<file path="src/rtl/rv64_pkg.sv">
// rtl/rv64_pkg.sv - shared types and encodings for the RV64 decode stage
// Contents:
//   alu_op_t        ALU operation codes driven to the ALU
//   imm_sel_t       immediate format selector for rv64_imm_gen
//   OPC_/F3_/F7_/F6_ opcode, funct3, funct7 and shift funct6 encodings
//   decode_bundle_t one decoded instruction; used for both buffer entries
package rv64_pkg;

  localparam int XLEN = 64;

  typedef enum logic [3:0] {
    ALU_AND  = 4'b0000,
    ALU_OR   = 4'b0001,
    ALU_ADD  = 4'b0010,
    ALU_SUB  = 4'b0110,
    ALU_SLTU = 4'b0111,
    ALU_SLL  = 4'b1100,
    ALU_SRL  = 4'b1101,
    ALU_SRA  = 4'b1110
  } alu_op_t;

  typedef enum logic [2:0] {
    IMM_NONE  = 3'd0,
    IMM_I     = 3'd1,
    IMM_S     = 3'd2,
    IMM_B     = 3'd3,
    IMM_SHAMT = 3'd4
  } imm_sel_t;

  localparam logic [6:0] OPC_OP     = 7'b0110011;
  localparam logic [6:0] OPC_OP_IMM = 7'b0010011;
  localparam logic [6:0] OPC_LOAD   = 7'b0000011;
  localparam logic [6:0] OPC_STORE  = 7'b0100011;
  localparam logic [6:0] OPC_BRANCH = 7'b1100011;

  localparam logic [2:0] F3_ADD_SUB = 3'b000;
  localparam logic [2:0] F3_SLL     = 3'b001;
  localparam logic [2:0] F3_SLTU    = 3'b011;
  localparam logic [2:0] F3_SRL_SRA = 3'b101;
  localparam logic [2:0] F3_OR      = 3'b110;
  localparam logic [2:0] F3_AND     = 3'b111;
  localparam logic [2:0] F3_DOUBLE  = 3'b011;
  localparam logic [2:0] F3_BEQ     = 3'b000;
  localparam logic [2:0] F3_BNE     = 3'b001;

  localparam logic [6:0] F7_BASE = 7'b0000000;
  localparam logic [6:0] F7_ALT  = 7'b0100000;
  // RV64 shifts-by-immediate use a 6-bit shamt, leaving only funct6 to decode
  localparam logic [5:0] F6_BASE = 6'b000000;
  localparam logic [5:0] F6_ALT  = 6'b010000;

  typedef struct packed {
    alu_op_t         alu_op;
    logic [4:0]      rs1;
    logic [4:0]      rs2;
    logic [4:0]      rd;
    logic [XLEN-1:0] imm;
    logic            use_imm;
    logic            reg_write;
    logic            mem_read;
    logic            mem_write;
    logic            branch;
    logic            branch_ne;
    logic            illegal;
  } decode_bundle_t;

endpackage

</file>
<file path="src/rtl/rv64_imm_gen.sv">
// rtl/rv64_imm_gen.sv - immediate extraction and sign extension
// Ports:
//   instr  in   32  raw instruction word
//   sel    in   3   imm_sel_t format selector
//   imm    out  64  sign-extended I/S/B immediate, zero-extended shamt, else 0
module rv64_imm_gen
  import rv64_pkg::*;
(
  input  logic [31:0]     instr,
  input  logic [2:0]      sel,
  output logic [XLEN-1:0] imm
);

  // funct3/rs1 and opcode never contribute to an immediate
  logic unused_bits;
  assign unused_bits = ^{instr[19:12], instr[6:0]};

  always_comb begin
    imm = '0;
    case (sel)
      IMM_I:     imm = {{(XLEN-12){instr[31]}}, instr[31:20]};
      IMM_S:     imm = {{(XLEN-12){instr[31]}}, instr[31:25], instr[11:7]};
      IMM_B:     imm = {{(XLEN-13){instr[31]}}, instr[31], instr[7],
                        instr[30:25], instr[11:8], 1'b0};
      IMM_SHAMT: imm = {{(XLEN-6){1'b0}}, instr[25:20]};
      default:   imm = '0;
    endcase
  end

endmodule

</file>
<file path="src/rtl/rv64_decode_stage.sv">
// rtl/rv64_decode_stage.sv - registered RV64 decode stage with 2-entry skid buffer
// Ports:
//   clk, rst (async, active-high), flush (sync drop of all entries)
//   in_valid/in_ready/in_instr      instruction input handshake
//   out_valid/out_ready             decoded bundle handshake
//   out_alu_op, out_rs1/rs2/rd, out_imm, out_use_imm, out_reg_write,
//   out_mem_read, out_mem_write, out_branch, out_branch_ne, out_illegal
module rv64_decode_stage
  import rv64_pkg::*;
#(
  parameter int XLEN_P = XLEN
) (
  input  logic              clk,
  input  logic              rst,
  input  logic              flush,
  input  logic              in_valid,
  output logic              in_ready,
  input  logic [31:0]       in_instr,
  output logic              out_valid,
  input  logic              out_ready,
  output logic [3:0]        out_alu_op,
  output logic [4:0]        out_rs1,
  output logic [4:0]        out_rs2,
  output logic [4:0]        out_rd,
  output logic [XLEN_P-1:0] out_imm,
  output logic              out_use_imm,
  output logic              out_reg_write,
  output logic              out_mem_read,
  output logic              out_mem_write,
  output logic              out_branch,
  output logic              out_branch_ne,
  output logic              out_illegal
);

  logic [6:0]     opcode;
  logic [2:0]     funct3;
  logic [6:0]     funct7;
  logic [5:0]     funct6;
  imm_sel_t       imm_sel;
  logic [XLEN-1:0] imm_val;
  logic           legal;
  decode_bundle_t core;
  decode_bundle_t dec;

  decode_bundle_t main_q;
  decode_bundle_t skid_q;
  logic           main_valid;
  logic           skid_valid;
  logic           accept;
  logic           drain;

  assign opcode = in_instr[6:0];
  assign funct3 = in_instr[14:12];
  assign funct7 = in_instr[31:25];
  assign funct6 = in_instr[31:26];

  rv64_imm_gen u_imm_gen (
    .instr (in_instr),
    .sel   (imm_sel),
    .imm   (imm_val)
  );

  always_comb begin
    core      = '0;
    imm_sel   = IMM_NONE;
    legal     = 1'b0;
    core.rs1  = in_instr[19:15];
    core.rs2  = in_instr[24:20];
    core.rd   = in_instr[11:7];
    case (opcode)
      OPC_OP: begin
        core.reg_write = 1'b1;
        if (funct7 == F7_BASE) begin
          legal = 1'b1;
          case (funct3)
            F3_ADD_SUB: core.alu_op = ALU_ADD;
            F3_SLL:     core.alu_op = ALU_SLL;
            F3_SLTU:    core.alu_op = ALU_SLTU;
            F3_SRL_SRA: core.alu_op = ALU_SRL;
            F3_OR:      core.alu_op = ALU_OR;
            F3_AND:     core.alu_op = ALU_AND;
            default:    legal = 1'b0;
          endcase
        end else if (funct7 == F7_ALT) begin
          legal = 1'b1;
          case (funct3)
            F3_ADD_SUB: core.alu_op = ALU_SUB;
            F3_SRL_SRA: core.alu_op = ALU_SRA;
            default:    legal = 1'b0;
          endcase
        end
      end
      OPC_OP_IMM: begin
        core.reg_write = 1'b1;
        core.use_imm   = 1'b1;
        imm_sel        = IMM_I;
        legal          = 1'b1;
        case (funct3)
          F3_ADD_SUB: core.alu_op = ALU_ADD;
          F3_SLTU:    core.alu_op = ALU_SLTU;
          F3_OR:      core.alu_op = ALU_OR;
          F3_AND:     core.alu_op = ALU_AND;
          F3_SLL: begin
            imm_sel     = IMM_SHAMT;
            core.alu_op = ALU_SLL;
            legal       = (funct6 == F6_BASE);
          end
          F3_SRL_SRA: begin
            imm_sel = IMM_SHAMT;
            if (funct6 == F6_BASE)     core.alu_op = ALU_SRL;
            else if (funct6 == F6_ALT) core.alu_op = ALU_SRA;
            else                       legal = 1'b0;
          end
          default: legal = 1'b0;
        endcase
      end
      OPC_LOAD: begin
        legal          = (funct3 == F3_DOUBLE);
        imm_sel        = IMM_I;
        core.alu_op    = ALU_ADD;
        core.use_imm   = 1'b1;
        core.mem_read  = 1'b1;
        core.reg_write = 1'b1;
      end
      OPC_STORE: begin
        legal          = (funct3 == F3_DOUBLE);
        imm_sel        = IMM_S;
        core.alu_op    = ALU_ADD;
        core.use_imm   = 1'b1;
        core.mem_write = 1'b1;
      end
      OPC_BRANCH: begin
        legal          = (funct3 == F3_BEQ) || (funct3 == F3_BNE);
        imm_sel        = IMM_B;
        core.alu_op    = ALU_SUB;
        core.branch    = 1'b1;
        core.branch_ne = (funct3 == F3_BNE);
      end
      default: legal = 1'b0;
    endcase
    // Illegal bundles still flow downstream but must not cause side effects
    if (!legal) begin
      core.alu_op    = ALU_AND;
      core.use_imm   = 1'b0;
      core.reg_write = 1'b0;
      core.mem_read  = 1'b0;
      core.mem_write = 1'b0;
      core.branch    = 1'b0;
      core.branch_ne = 1'b0;
      core.illegal   = 1'b1;
      imm_sel        = IMM_NONE;
    end
  end

  // Immediate is merged separately so the selector does not loop through one block
  always_comb begin
    dec     = core;
    dec.imm = imm_val;
  end

  // in_ready comes straight from a flop, so out_ready never reaches it combinationally
  assign in_ready = !skid_valid;
  assign accept   = in_valid && in_ready;
  assign drain    = main_valid && out_ready;

  always_ff @(posedge clk or posedge rst) begin
    if (rst) begin
      main_valid <= 1'b0;
      skid_valid <= 1'b0;
      main_q     <= '0;
      skid_q     <= '0;
    end else if (flush) begin
      main_valid <= 1'b0;
      skid_valid <= 1'b0;
    end else if (drain) begin
      // skid_valid implies in_ready=0, so no accept can coincide with the refill
      if (skid_valid) begin
        main_q     <= skid_q;
        skid_valid <= 1'b0;
      end else if (accept) begin
        main_q <= dec;
      end else begin
        main_valid <= 1'b0;
      end
    end else if (accept) begin
      if (main_valid) begin
        skid_q     <= dec;
        skid_valid <= 1'b1;
      end else begin
        main_q     <= dec;
        main_valid <= 1'b1;
      end
    end
  end

  assign out_valid     = main_valid;
  assign out_alu_op    = main_q.alu_op;
  assign out_rs1       = main_q.rs1;
  assign out_rs2       = main_q.rs2;
  assign out_rd        = main_q.rd;
  assign out_imm       = main_q.imm;
  assign out_use_imm   = main_q.use_imm;
  assign out_reg_write = main_q.reg_write;
  assign out_mem_read  = main_q.mem_read;
  assign out_mem_write = main_q.mem_write;
  assign out_branch    = main_q.branch;
  assign out_branch_ne = main_q.branch_ne;
  assign out_illegal   = main_q.illegal;

endmodule

</file>
<file path="config.mk">
export PLATFORM = sky130hd
export DESIGN_NAME = rv64_decode_stage
export DESIGN_NICKNAME = d
export VERILOG_FILES = /design/src/rtl/rv64_pkg.sv /design/src/rtl/rv64_imm_gen.sv /design/src/rtl/rv64_decode_stage.sv
export SDC_FILE = /design/constraint.sdc
export NUM_CORES = 1
export LEC_CHECK = 0
export CAP_MARGIN = 15
export CORE_MARGIN = 5
export CORE_UTILIZATION = 60
export DETAILED_ROUTE_END_ITERATION = 6
export DONT_BUFFER_PORTS = 1
export GPL_ROUTABILITY_DRIVEN = 0
export GPL_TIMING_DRIVEN = 0
export PLACE_DENSITY = 0.74
export SYNTH_ARGS = -nofsm -noshare
export SYNTH_HDL_FRONTEND = slang
export SYNTH_SLANG_ARGS = --single-unit
</file>
<file path="constraint.sdc">
create_clock -name clk -period 3.64 [get_ports clk]
set_clock_uncertainty 0.1 [all_clocks]
set_input_delay 0.546 -clock clk [delete_from_list [all_inputs] [get_ports clk]]
set_output_delay 0.546 -clock clk [all_outputs]
set_load 0.005 [all_outputs]
</file>
==> results of run 1 <==
cell families after synthesis:
kind of cell,share of synthesized area [%]
and+or+nand+nor,19.7
muxes,3.97
buffers and inverters,12.2
DFF,47.1
xor gates and xnor gates,0.412
AOI/OAI and AO/OA,16.6
through the flow:
step / hold WS, ns / cell area (um^2)
2_1_floorplan: 0.340 / 4250
3_3_place_gp: 0.352 / 4370
3_5_place_dp: 0.351 / 4430
4_1_cts: 0.123 / 4630
5_1_grt: 0.121 / 4630
6_report: 0.136 / 4630
power groups by stage:
stage / clock network [W] / registers [W] / logic (W)
final: 0.000625 / 0.00109 / 0.000250
after floorplan: 0 / 0.00108 / 0.000197
after global placement: 0 / 0.00110 / 0.000235
after global routing: 0.000676 / 0.00111 / 0.000288
after detailed placement: 0 / 0.00111 / 0.000249
after CTS: 0.000638 / 0.00109 / 0.000251
cells in the mapped netlist, types with 2 or more instances:
cell | number | area share (%)
a31oi_1 | 18 | 2.6
nand3_1 | 11 | 1.3
o21ai_0 | 30 | 3.5
nor4_1 | 4 | 0.59
nand2b_1 | 6 | 0.88
buf_4 | 51 | 9.0
o31ai_1 | 8 | 1.4
nor2b_1 | 3 | 0.44
nand4_1 | 3 | 0.44
and3_1 | 12 | 1.8
clkbuf_1 | 24 | 2.1
dfrtp_1 | 80 | 47
inv_1 | 7 | 0.62
buf_2 | 2 | 0.24
nand2_1 | 75 | 6.6
a211oi_1 | 6 | 1.1
a2111oi_0 | 3 | 0.62
buf_1 | 3 | 0.26
nor2_1 | 40 | 3.5
a32oi_1 | 4 | 0.82
o22ai_1 | 3 | 0.44
mux2_2 | 15 | 4.0
a21oi_1 | 31 | 3.6
nor3_1 | 8 | 0.94
final timing paths:
| path | start | end | slack (ns) | cells after the start |
|---|---|---|---|---|
| worst max-delay path | skid_valid | out_imm[6] | 1.14 | 7 |
| worst min-delay path | flush | out_valid | 0.14 | 1 |
| worst max register to register | skid_valid | out_imm[6] | 1.14 | 7 |
| worst min register to register | skid_q[4] | skid_q[4] | 0.37 | 2 |
| max in group asynchronous | rst | out_imm[10] | 2.28 | 3 |
| min in group asynchronous | rst | out_valid | 0.58 | 2 |
state kept, by name, indices dropped and copies added (netlist names):
signal         count
out_branch         1
skid_q            39
out_use_imm        1
out_imm           13
out_rs2            5
out_alu_op         4
out_valid          1
out_illegal        1
out_branch_ne      1
out_rd             5
skid_valid         1
out_mem_read       1
out_mem_write      1
out_rs1            5
out_reg_write      1
cell type report:
type	count	share of cell area, %
Multi-Input combinational cell	308	37.4
Inverter	7	0.622
Buffer	80	10.7
Tap cell	96	2.59
Sequential cell	80	43.2
Clock buffer	10	2.97
Timing Repair Buffer	3	1.41
Clock inverter	6	1.11
routing by layer:
layer  GRT usage (%)  vias up
met4            7.46        0
met5               0        -
li1                -     1645
met3            7.37       14
met1            35.7     1665
met2            39.3      180
critical path: cells and delay by family, from the launching register on:
kind / cells / cell delay, ns
buf+inv: 2 / 0.91
simple gates: 3 / 0.73
flops: 1 / 0.45
compound gates: 2 / 0.22
==> results.yml, run 1 <==
outcome:
  status: "complete, no violations"
clocking:
  cts_made_buffers: 9
  clockBufferDepth: 2
  clk_latency_ns: 0.36
  cts_tree: "done"
  cts-root-buf: "clkbuf_8"
  hold_buffers: 1
  cts_resized: 0
  numClockSinks: 80
  path_clk_slew_ns: 0.09
  post_cts_buffers: 0
  htreeDepth: 3
cells_and_area:
  multi_input_area_mm2: 0.00173
  n_fill_cell: 568
  nets: 526
  final_cell_mix: "dfrtp_1, nand2_1, buf_4"
  synthToLayoutAreaGrowth_pct: 8.86
  fin_cells: 590
  drive_gt1_share_pct: 19.2
  regArea_mm2: 0.00200
  num_antenna_cells: 0
  final_common_cell: "dfrtp_1"
  fin_util_pct: 67.8
detailed_routing:
  via_per_inst: 5.94
  top_layer_used: "met4"
  routed_wl_um: 11100
  first_iter_violations: 272
  firstDrtPassIters: 5
  wl_per_cell_um: 18.7
  vias: 3504
  ant_nets: 0
  wl_met2_um: 5150
  drt-met1-wl_um: 4560
  wl_met3_um: 1220
  drc: 0
placed_design:
  portBuffers: 0
  place_inst: 573
  dp_hpwl_um: 8030
  dpl_worst_slack_ns: 1.03
timing:
  hold_viol_final: 0
  min_period_over_period_pct: 68.8
  relSlewSlack_pct: 54.9
  final-setup-viol-count: 0
  tightest_slew_ns: 0.676
  tns_ns: 0
  fin_ws_ns: 1.14
  finalCriticalPeriod_ns: 2.50
  rsz0062_at_grt: "false"
  fmax_mhz: 399
  slew_viol_final: 0
die:
  top_level_ports: 129
  dieArea_mm2: 0.00887
  core_area_mm2: 0.00683
  initial_core_util_pct: 62.3
  rows: 30
  die_x_um: 94.2
  die_h_um: 94.2
synthesis:
  synth_warnings: 0
  syn_nets: 512
  yosysSeqAreaShare_pct: 47.1
  postSynthCellCount: 475
  ys_seq_elements: 80
  syn_area_per_cell_um2: 8.95
  synthFlopType: "dfrtp_1"
  synth_cell_types: 52
  synthArstFlopShare_pct: 100
  syn_area_mm2: 0.00425
  synth_edf_count: 0
setup_path:
  cp.required_ns: 3.82
  arrival_ns: 2.68
  slowest_stage: "nor3_1"
  crit_fanout: 10
  critical_path_class: "reg2reg"
  slowest_delay_ns: 0.51
  path_cells: "nor2_1 > a21oi_1 > nor3_1 > clkbuf_1 > clkbuf_1 > nor2_1 > a21oi_1"
  start_kind: "flop"
  end_kind: "flop"
global_route:
  grt_pass1_wl_um: 17700
  grt_use_total_pct: 25.7
  grt_pass1_vias: 3361
  grt_max_degree: 48
  antenna_found_initial: 0
  grt_overflow: 0
power_and_ir_drop:
  peakVddDrop_v: 0.000333
  switching_share_pct: 29.2
  power_leakage_nw: 2.09
  intPower_w: 0.00139
  total_power_w: 0.00196
  power.density_mw_per_mm2: 424
  comb_power_share_pct: 12.7
  sequentialPowerShare_pct: 55.5
  power_frac_clock_pct: 31.8
  p_sw_w: 0.000574
job:
  cap_viol_max_count: 0
min_path:
  hp-class: "in2reg"
Power figures use the tool's default switching activity.
==> inputs of run 2 (changes only) <==
- CORE_UTILIZATION: 60 -> 57
- PLACE_DENSITY: 0.74 -> 0.73
- clock period: 3.64 -> 2.2 ns (I/O delays scaled with it)
==> results.yml, run 2 (synthesized netlist as in run 1, its figures left out) <==
power_and_ir_drop:
  power_leakage_nw: 2.18
  power.density_mw_per_mm2: 683
  total_power_w: 0.00329
  peakVddDrop_v: 0.000295
clocking:
  cts-root-buf: "clkbuf_8"
  cts_made_buffers: 9
  clockBufferDepth: 2
  htreeDepth: 3
  cts_tree: "done"
  numClockSinks: 80
  path_clk_slew_ns: 0.10
  clk_latency_ns: 0.35
die:
  initial_core_util_pct: 58.6
  core_area_mm2: 0.00725
  rows: 31
  die_x_um: 96.4
  dieArea_mm2: 0.00929
  top_level_ports: 129
  die_h_um: 96.4
setup_path:
  start_kind: "flop"
  critical-path-top-delay-family: "buffers and inverters"
  slowest_stage: "clkbuf_1"
  end_kind: "flop"
  path_cells: "clkbuf_2 > nand3_1 > clkbuf_1 > nand2_1 > a31oi_1"
  cp.required_ns: 2.37
  worst-path-buf-inv: 2
  slowest_delay_ns: 0.49
  crit_fanout: 10
  arrival_ns: 2.22
  critical_path_class: "reg2reg"
outcome:
  status: "complete, no violations"
detailed_routing:
  firstDrtPassIters: 7
  drc: 0
  routed_wl_um: 11400
  ant_nets: 0
  via_per_inst: 5.98
  wl_per_cell_um: 18.8
  first_iter_violations: 282
  vias: 3616
timing:
  final-setup-viol-count: 0
  relSlewSlack_pct: 60.2
  min_period_over_period_pct: 92.8
  tightest_slew_ns: 0.597
  fmax_mhz: 490
  hold_viol_final: 0
  slew_viol_final: 0
  holdWs_ns: 0.0117
  rsz0062_at_grt: "false"
  finalCriticalPeriod_ns: 2.04
job:
  cap_viol_max_count: 0
placed_design:
  portBuffers: 0
  dp_hpwl_um: 8280
  placed_area_mm2: 0.00445
  place_inst: 577
global_route:
  grt-busiest-layer: "met2"
  use_met2_pct: 38.5
  grt_use_total_pct: 25.0
  use_met1_pct: 34.5
  grt_pass1_vias: 3411
  antenna_found_initial: 0
  met3_usage_pct: 6.89
  grt_overflow: 0
  grt_pass1_wl_um: 17700
  grt_max_degree: 41
cells_and_area:
  nets: 538
  postLayoutCellArea_mm2: 0.00481
  regMostFlops: "skid_q"
  fin_cells: 605
  final_common_cell: "dfrtp_1"
  num_antenna_cells: 0
  final_cell_mix: "dfrtp_1, nand2_1, buf_4"
  n_fill_cell: 592
  synthToLayoutAreaGrowth_pct: 13.0
  drive_gt1_share_pct: 21.9
  largest_reg_flops: 39
min_path:
  hp-class: "in2reg"
## run 2: cell count changes in the layout (fill, tap and decap cells not counted), moves of 2 or more
cell           before  now
nor3_4              0    2
dlygate4sd3_1       1   14
buf_12              0    2
buf_2               2    4
clkbuf_2            0    9
nor3_1              8    6
buf_1               3    0
clkbuf_1           24   14
inv_6               1    3
## run 2: layout make-up
type                    instances  area (um^2)  share of cell area, %
clock inverters                 7         61.3                   1.28
inverters                       7         30.0                  0.625
multi-input cells             308         1760                   36.6
well taps                      99          124                   2.58
plain buffers                  78          500                   10.4
repair buffers                 17          208                   4.32
clock buffers                   9          124                   2.58
flip-flops and latches         80         2000                   41.6
## run 2: stage by stage
| stage | worst slack [ns] | TNS (ns) | util, % |
|---|---|---|---|
| 2_1_floorplan | 0.129 | 0 | - |
| 3_3_place_gp | -0.282 | -8.48 | 60.4 |
| 3_5_place_dp | -0.365 | -10.13 | 61.3 |
| 4_1_cts | 0.0181 | 0 | 65.9 |
| 5_1_grt | 0.0128 | 0 | 66.3 |
| 6_report | 0.158 | 0 | 66.3 |
## run 2: path summary, 6_finish.rpt
check	end	slack, ns	start	cells after the start
setup / recovery	out_rs2[4]	0.16	out_valid	5
hold / removal	out_rs1[2]	0.01	in_instr[17]	2
setup reg to reg	out_rs2[4]	0.16	out_valid	5
hold reg to reg	skid_q[3]	0.38	skid_q[3]	2
max in group asynchronous	out_imm[9]	1.08	rst	3
min in group asynchronous	out_imm[2]	0.39	rst	2
## run 2: layer usage
layer	vias to the layer above	share of wire [%]
met5	-	0
li1	1674	-
met4	0	1.5
met1	1752	42
met2	172	47
met3	18	9.5
## run 2: report_power, final
part	switching [W]	total [W]	internal, W
sequential	0.000142	0.00181	0.00167
combinational	0.000248	0.000450	0.000202
clock	0.000597	0.00103	0.000431
## run 2: timing repair
action                                 in CTS  in global routing
buffers inserted                            0                  0
hold buffers                               13                  1
resized for setup                           6                 17
setup endpoints to repair                  49                 59
gates cloned                                0                  0
endpoints found under the hold margin      32                  1
==> inputs of run 3 (changes only) <==
- ABC_AREA: unset -> 1
- CAP_MARGIN: 15 -> 20
- CORE_UTILIZATION: 57 -> 58
- PLACE_DENSITY: 0.73 -> 0.74
==> results.yml, run 3 <==
synthesis:
  synth_edf_count: 0
  synth_most_common_cell: "nand2_1"
  postSynthCellCount: 584
  syn_area_mm2: 0.00440
  synthArstFlopShare_pct: 100
  yosysTopAreaCellShare_pct: 45.5
  synth_cell_types: 30
  synth_commonest_cells: "nand2_1, dfrtp_1, nor2_1"
  synth_area_leaders: "dfrtp_1, nand2_1, buf_4, nor2_1, o21ai_0"
  yosysSeqAreaShare_pct: 45.5
  synth_warnings: 0
  ys_seq_elements: 80
  yosys.area.top_type: "dfrtp_1"
  syn_area_per_cell_um2: 7.54
  syn_nets: 621
  synthFlopType: "dfrtp_1"
global_route:
  grt_max_degree: 42
  grt_use_total_pct: 25.1
  grt_pass1_vias: 3731
  antenna_found_initial: 0
  grt_pass1_wl_um: 19400
  grt_overflow: 0
power_and_ir_drop:
  peakVddDrop_v: 0.000426
  comb_power_share_pct: 12.6
  power.density_mw_per_mm2: 678
  power_leakage_nw: 2.61
  p_sw_w: 0.000977
  intPower_w: 0.00239
  sequentialPowerShare_pct: 53.2
  power_frac_clock_pct: 34.2
  total_power_w: 0.00337
  switching_share_pct: 29.0
die:
  dieArea_mm2: 0.00943
  initial_core_util_pct: 60.0
  die_x_um: 97.1
  top_level_ports: 129
  rows: 31
  die_h_um: 97.1
  core_area_mm2: 0.00733
placed_design:
  portBuffers: 0
  placed_area_mm2: 0.00458
  dp_hpwl_um: 8170
  place_inst: 685
detailed_routing:
  wl_per_cell_um: 15.9
  via_per_inst: 5.46
  ant_nets: 0
  drc: 0
  first_iter_violations: 252
  routed_wl_um: 11400
  firstDrtPassIters: 5
  vias: 3927
min_path:
  hp-class: "in2reg"
setup_path:
  cp.required_ns: 2.39
  start_kind: "flop"
  arrival_ns: 2.17
  critical_path_class: "reg2reg"
  end_kind: "flop"
  crit_fanout: 10
timing:
  tightest_slew_ns: 0.906
  fmax_mhz: 507
  slew_viol_final: 0
  rsz0062_at_grt: "false"
  hold_viol_final: 0
  relSlewSlack_pct: 39.5
  finalCriticalPeriod_ns: 1.97
  tns_ns: 0
  min_period_over_period_pct: 89.7
  final-setup-viol-count: 0
cells_and_area:
  regMostFlops: "skid_q"
  postLayoutCellArea_mm2: 0.00497
  largest_reg_flops: 39
  n_fill_cell: 621
  nets: 652
  num_antenna_cells: 0
  synthToLayoutAreaGrowth_pct: 13.0
  final_cell_mix: "nand2_1, dfrtp_1, nor2_1"
  drive_gt1_share_pct: 17.9
  final_common_cell: "nand2_1"
  fin_cells: 719
job:
  cap_viol_max_count: 0
clocking:
  path_clk_slew_ns: 0.10
  numClockSinks: 80
  clockBufferDepth: 2
  clk_latency_ns: 0.36
  cts_made_buffers: 9
  cts_tree: "done"
  htreeDepth: 3
  cts-root-buf: "clkbuf_8"
outcome:
  status: "complete, no violations"
run 3: changes by cell type in the layout (fill, tap and decap cells not counted), moves of 8 or more:
cell	change
mux2_2	-15
inv_1	+26
and3_1	-12
clkbuf_2	-8
a21oi_1	-21
nor2_1	+20
nand2_1	+130
nand3_1	+8
inv_2	+10
o21ai_1	+9
run 3: cell families (layout without fill, tap and decap cells):
family | Yosys count | after routing | share of synthesized area (%)
AOI/OAI and AO/OA | 79 | 79 | 10.3
buffers and inverters | 118 | 154 | 15.0
DFF | 80 | 80 | 45.5
and+or+nand+nor | 307 | 307 | 29.2
run 3: power by group through the flow:
stage	clock [W]	sequential (W)	combinational, W
after floorplan	0	0.00179	0.000315
after global placement	0	0.00182	0.000371
after detailed placement	0	0.00182	0.000393
after CTS	0.00117	0.00179	0.000421
after global routing	0.00125	0.00182	0.000490
final	0.00115	0.00179	0.000425
run 3: path summary, 6_finish.rpt:
kind                              startpoint     endpoint  slack, ns  cells after the start
worst max-delay path               out_valid  out_illegal       0.23                      9
max in group asynchronous                rst  out_imm[10]       0.79                      3
worst min register to register    skid_q[84]   skid_q[84]       0.38                      2
worst min-delay path            in_instr[16]   out_rs1[1]       0.02                      2
min in group asynchronous                rst    out_rd[0]       0.53                      2
worst max register to register     out_valid  out_illegal       0.23                      9
run 3: stage by stage:
step           setup WS, ns  hold slack (ns)  util, %
2_1_floorplan         0.422            0.325        -
3_3_place_gp          0.143            0.329     61.8
3_5_place_dp          0.103            0.319     62.4
4_1_cts              0.0739          0.00329     67.6
5_1_grt              0.0375          0.00306     67.8
6_report              0.227           0.0181     67.8
run 3: worst max-delay path, stage by stage, from the launching register on:
cell,delay [ns]
dfrtp_1,0.41
nand2_1,0.13
nor2_4,0.17
inv_2,0.12
nand2_1,0.09
nand3_2,0.18
inv_2,0.19
buf_2,0.28
o211ai_1,0.17
nand2_1,0.09
run 3: area by class of cell:
type                       instances  area (um^2)  share of cell area (%)
timing repair buffer              20          225                    4.53
clock buffer                       9          124                    2.49
clock inverter                     7         86.3                    1.74
buffer                            75          500                    10.1
multi-input combinational        386         1750                    35.1
inverter                          43          165                    3.32
tap                               99          124                    2.49
sequential                        80         2000                    40.3
run 3: timing repair:
action                     in CTS  in global routing
hold endpoints to repair       57                  0
gates resized for setup         0                  4
hold buffers                   17                  0
buffers inserted                0                  1
setup endpoints to repair       0                 17
run 3: layer usage:
| layer | track usage [%] | part of all wire [%] |
|---|---|---|
| met5 | 0 | 0 |
| met1 | 34.0 | 42 |
| met3 | 7.11 | 11 |
| met4 | 8.86 | 2.0 |
| met2 | 38.5 | 45 |
